**src/rtl/seg_pkg.sv**
```systemverilog
// Shared types and constants for the multiplexed 7-segment display driver.
// Leading-zero blanking (macro SEG_SCAN_LZB_EN) uses is_zero() from here.
package seg_pkg;

  typedef logic [1:0] digit_idx_t;
  typedef logic [6:0] pattern_t;

  localparam pattern_t   SEG_BLANK = 7'b1111111;
  localparam pattern_t   SEG_ZERO  = 7'b0000001;
  localparam logic [3:0] AN_OFF    = 4'b1111;

  function automatic logic is_zero(input pattern_t p);
    return (p == SEG_ZERO);
  endfunction

endpackage

```
**src/rtl/seg_slot_timer.sv**
```systemverilog
// Slot timer: counts PRESCALE cycles per digit slot and steps the digit index.
// Flags the blanking window at the start of each slot and the frame boundary.
module seg_slot_timer
  import seg_pkg::*;
#(
  parameter int PRESCALE     = 100000,
  parameter int BLANK_CYCLES = 1000
) (
  input  logic       clk,
  input  logic       rst_n,
  output logic       slot_blank,
  output digit_idx_t idx,
  output logic       frame_boundary
);

  localparam int TW = (PRESCALE > 1) ? $clog2(PRESCALE) : 1;

  logic [TW-1:0] tick_reg;
  digit_idx_t    idx_reg;
  logic          slot_end;

  assign slot_end = (tick_reg == TW'(PRESCALE - 1));

  always_ff @(posedge clk or negedge rst_n) begin
    if (!rst_n) begin
      tick_reg <= '0;
      idx_reg  <= '0;
    end else if (slot_end) begin
      tick_reg <= '0;
      // Two-bit index wraps 3 -> 0 on its own.
      idx_reg  <= idx_reg + 2'd1;
    end else begin
      tick_reg <= tick_reg + 1'b1;
    end
  end

  assign slot_blank     = (tick_reg < TW'(BLANK_CYCLES));
  assign idx            = idx_reg;
  assign frame_boundary = slot_end && (idx_reg == 2'd3);

endmodule

```
**src/rtl/seg_scan_driver.sv**
```systemverilog
// Four-digit 7-segment scan driver with a one-deep pending frame buffer.
// Optional leading-zero blanking when SEG_SCAN_LZB_EN is defined.
module seg_scan_driver
  import seg_pkg::*;
#(
  parameter int PRESCALE     = 100000,
  parameter int BLANK_CYCLES = 1000
) (
  input  logic       clk,
  input  logic       rst_n,
  input  logic       in_valid,
  output logic       in_ready,
  input  logic [6:0] d0,
  input  logic [6:0] d1,
  input  logic [6:0] d2,
  input  logic [6:0] d3,
  output logic [3:0] an,
  output logic [6:0] seg,
  output logic       frame_done
);

  logic       slot_blank;
  digit_idx_t idx;
  logic       frame_boundary;

  seg_slot_timer #(
    .PRESCALE     (PRESCALE),
    .BLANK_CYCLES (BLANK_CYCLES)
  ) u_timer (
    .clk            (clk),
    .rst_n          (rst_n),
    .slot_blank     (slot_blank),
    .idx            (idx),
    .frame_boundary (frame_boundary)
  );

  pattern_t   din [4];
  pattern_t   active_reg [4];
  pattern_t   pend_reg [4];
  logic       pend_full_reg;
  logic       capture;
  logic       commit;
  logic [3:0] lzb_mask;
  logic [3:0] an_reg, an_next;
  pattern_t   seg_reg, seg_next;
  logic       frame_done_reg;

  assign din[0] = d0;
  assign din[1] = d1;
  assign din[2] = d2;
  assign din[3] = d3;

  // Capture needs an empty buffer and commit a full one, so they never coincide.
  assign capture  = in_valid && !pend_full_reg;
  assign commit   = frame_boundary && pend_full_reg;
  assign in_ready = !pend_full_reg;

  always_ff @(posedge clk or negedge rst_n) begin
    if (!rst_n) begin
      pend_full_reg <= 1'b0;
      for (int i = 0; i < 4; i++) begin
        active_reg[i] <= SEG_BLANK;
        pend_reg[i]   <= SEG_BLANK;
      end
    end else if (commit) begin
      pend_full_reg <= 1'b0;
      for (int i = 0; i < 4; i++) active_reg[i] <= pend_reg[i];
    end else if (capture) begin
      pend_full_reg <= 1'b1;
      for (int i = 0; i < 4; i++) pend_reg[i] <= din[i];
    end
  end

`ifdef SEG_SCAN_LZB_EN
  // lead_zero[i]: digit i and every digit to its left hold the zero glyph.
  logic [3:0] lead_zero;
  assign lead_zero[3] = is_zero(active_reg[3]);
  for (genvar gi = 0; gi < 3; gi++) begin : g_lzb
    assign lead_zero[gi] = is_zero(active_reg[gi]) && lead_zero[gi+1];
  end
  assign lzb_mask = {lead_zero[3:1], 1'b0};
`else
  assign lzb_mask = 4'b0000;
`endif

  always_comb begin
    an_next  = AN_OFF;
    seg_next = SEG_BLANK;
    if (!slot_blank && !lzb_mask[idx]) begin
      an_next[idx] = 1'b0;
      seg_next     = active_reg[idx];
    end
  end

  always_ff @(posedge clk or negedge rst_n) begin
    if (!rst_n) begin
      an_reg         <= AN_OFF;
      seg_reg        <= SEG_BLANK;
      frame_done_reg <= 1'b0;
    end else begin
      an_reg         <= an_next;
      seg_reg        <= seg_next;
      frame_done_reg <= frame_boundary;
    end
  end

  assign an         = an_reg;
  assign seg        = seg_reg;
  assign frame_done = frame_done_reg;

endmodule

```
**config.mk**
```make
export PLATFORM = sky130hd
export DESIGN_NAME = seg_scan_driver
export DESIGN_NICKNAME = d
export VERILOG_FILES = /design/src/rtl/seg_pkg.sv /design/src/rtl/seg_slot_timer.sv /design/src/rtl/seg_scan_driver.sv
export SDC_FILE = /design/constraint.sdc
export NUM_CORES = 1
export LEC_CHECK = 0
export CORE_UTILIZATION = 55
export DETAILED_ROUTE_END_ITERATION = 10
export PLACE_DENSITY = 0.79
export SKIP_CTS_REPAIR_TIMING = 1
export SYNTH_ARGS = -nofsm -noshare
export SYNTH_HDL_FRONTEND = slang
export SYNTH_SLANG_ARGS = --single-unit
```
**constraint.sdc**
```tcl
create_clock -name clk -period 2.5 [get_ports clk]
set_clock_uncertainty 0.05 [all_clocks]
set_input_delay 0.25 -clock clk [delete_from_list [all_inputs] [get_ports clk]]
set_output_delay 0.25 -clock clk [all_outputs]
set_load 0.03 [all_outputs]
```
==> flow_metrics.tcl <==
set metrics [dict create \
    floorplan.core_area_um2 6420 \
    cell_taking_the_most_area_after_synthesis "sky130_fd_sc_hd__dfstp_2" \
    timing.max_slew.rel_slack 0.571 \
    synth_largest_type_area_fraction 0.475 \
    worst-endpoint-required_ns 2.73 \
    yosysSeqAreaShare 0.616 \
    yosys.cell_types.count 33 \
    period_minus_slack_ns 2.27 \
    die_w_um 84.1 \
    leakage_nw 1.82 \
    setup.worst_path.start_class "flip-flop" \
    route.top_layer_used "met4" \
    ys.warnings.count 0 \
    worstSetupPathType "reg -> reg" \
    first_pass_grt_wire_length_mm 10.5 \
    io-pin-count 44 \
    antenna-diode-count 0 \
    fin_total_pwr_mw 2.78 \
    share_seq_of_total_power 0.557 \
    grt_start_max_net_pins 55 \
    gpl.final_weighted_congestion 0.829 \
    synthesis.area_per_instance_um2 14.8 \
    post-route-period-util 0.908 \
    hold_ws_ns 0.412 \
    placed_area_um2 4260 \
    setup-violations-final 0 \
    synth_cells 250 \
    layout.cells.most_common "sky130_fd_sc_hd__dfstp_2" \
    synthToLayoutAreaGrowth_pct 21.2 \
    synthesis.nets 286 \
    hold_class "in -> async" \
    worst-endpoint-arrival_ns 2.50 \
    tritoncts "yes" \
    slew_viol_final 0 \
    run_status "finished with violations" \
    fraction_of_layout_cells_with_a_size_suffix_above_1 0.508 \
    detailed_place_hpwl_mm 4.13 \
    floorplan.rows 29 \
    power_density_of_the_placed_cells_nw_per_um2 618 \
    endpoint_kind "flip-flop" \
    area_of_the_die_um2 7080 \
    cap_violations 0 \
    net_sw_power_mw 0.583 \
    dr_wl_met3_um 215 \
    power.share.combinational 0.046 \
    fillCellCount 434 \
    power.internal_mw 2.19 \
    final_hold_viol_count 0 \
    crit_fanout 29 \
    cts.path.max_buffers 2 \
    tritoncts.num_buffers 9 \
    clk_root_buffer_cell "sky130_fd_sc_hd__clkbuf_8" \
    detail_route.first_pass.iterations 7 \
    timing_worst_slew_pin_value_ns 0.643 \
    avgRoutedWirePerCell_um 15.9 \
    failed_checks "design-rule violations" \
    numPortBuffers 43 \
    final-seq-area_um2 2290 \
    finalNetCount 338 \
    synth.top_cells.by_area "sky130_fd_sc_hd__dfstp_2, sky130_fd_sc_hd__mux2_2, sky130_fd_sc_hd__dfrtp_1" \
    multiInputGateArea_um2 1360 \
    final_antenna_net_count 0 \
    sw_frac_of_total 0.210 \
    post-route-drc-count 6 \
    drt_first_iter_violations 157 \
    fin_area_um2 4490 \
    met1Wirelength_mm 2.66 \
    detailroute.wirelength.met2_mm 3.10 \
    worst_skew_pair.late_latency_ns 0.35 \
    numClockSinks 88 \
    die_h_um 84.1 \
    r2r.worst_path.cells 5 \
    total_via_count_in_the_routed_design 2120 \
    number_of_global_route_vias_before_repair 2168 \
    syn_area_um2 3710 \
    fmaxAchievable_ghz 0.441 \
    grtUsageTotal 0.198 \
    post_route_setup_tns_ns 0 \
    cts_max_level 3 \
    grt_setup_unrepaired "no" \
    antenna_found_initial 0 \
    power.clock.fraction 0.397 \
    grt_overflow 0 \
    starting_utilization_of_the_core_area 0.577 \
    peakVddDrop_mv 0.435 \
    clk_pin_slew_ns 0.09 \
    synth.ff_latch_count 88 \
    viasPerCell 5.52 \
    layout.cells.most_common_list "sky130_fd_sc_hd__dfstp_2, sky130_fd_sc_hd__mux2_2, sky130_fd_sc_hd__clkdlybuf4s50_1" \
    drt-total-wl_mm 6.09 \
]
-- cell usage after synthesis, drive strengths merged --
cell / number
dfstp: 67
mux2: 57
dfrtp: 21
nor2: 12
xnor2: 11
nand2: 9
mux4: 7
nand3: 7
or2: 7
clkbuf: 6
inv: 6
nor4: 6
ha: 5
nand4: 5
buf: 4
xor2: 4
nor3: 3
nor2b: 2
o21ai: 2
and2: 1
and3: 1
and4: 1
and4b: 1
nand4b: 1
o211a: 1
o211ai: 1
o221ai: 1
or4b: 1
-- layout make-up --
| cell class | count | area share |
|---|---|---|
| flip-flops and latches | 88 | 0.509 |
| multi-input cells | 146 | 0.302 |
| repair buffers | 51 | 0.112 |
| clock buffers | 10 | 0.0306 |
| well taps | 77 | 0.0214 |
| clock inverters | 6 | 0.0201 |
| inverters | 6 | 0.00501 |
-- final timing paths --
| check | slack (ns) | endpoint | from |
|---|---|---|---|
| min reg2reg | 0.46 | u_timer.tick_reg[0] | u_timer.tick_reg[0] |
| min in group clk | 0.44 | pend_full_reg | in_valid |
| min | 0.41 | u_timer.tick_reg[4] | rst_n |
| max | 0.23 | active_reg[10] | u_timer.tick_reg[13] |
| max reg2reg | 0.23 | active_reg[10] | u_timer.tick_reg[13] |
| max in group asynchronous | 1.23 | active_reg[3] | rst_n |
-- critical path, stage by stage (launching register included) --
cell	delay [ns]
sky130_fd_sc_hd__dfrtp_1	0.44
sky130_fd_sc_hd__nor4_2	0.28
sky130_fd_sc_hd__or4b_1	0.51
sky130_fd_sc_hd__nor4_4	0.29
sky130_fd_sc_hd__buf_12	0.24
sky130_fd_sc_hd__mux2_2	0.36
-- per-layer routing --
| layer | GRT usage | vias to the layer above |
|---|---|---|
| met1 | 0.257 | 1076 |
| met2 | 0.318 | 51 |
| met3 | 0.0415 | 12 |
| li1 | - | 981 |
| met5 | 0 | - |
| met4 | 0.0972 | 0 |
-- power by group through the flow --
stage | registers (mW) | logic (mW) | clock network [mW]
after global routing | 1.56 | 0.142 | 1.18
after detailed placement | 1.57 | 0.129 | 0
final | 1.55 | 0.127 | 1.10
after floorplan | 1.56 | 0.0486 | 0
after global placement | 1.57 | 0.125 | 0
after CTS | 1.55 | 0.129 | 1.13
-- kinds of logic (layout without fill, tap and decap cells) --
group | count (synthesis) | count (layout) | share of synthesized area
AO/OA/AOI/OAI | 5 | 5 | 0.00979
AND/OR/NAND/NOR | 57 | 57 | 0.0854
adder cells (fa/ha/maj) | 5 | 5 | 0.0169
XOR/XNOR | 15 | 15 | 0.0354
flip-flops | 88 | 88 | 0.616
multiplexers | 64 | 64 | 0.216
buffers and inverters | 16 | 73 | 0.0206
-- metrics by stage --
step                      worst slack (ns)  utilization  cells
after floorplan                      0.260            -    250
after global placement               0.290        0.663    367
after detailed placement             0.247        0.663    367
after CTS                            0.227        0.698    383
after global routing                 0.134        0.700    384
final                                0.230        0.700    384
Power figures use the tool's default switching activity.
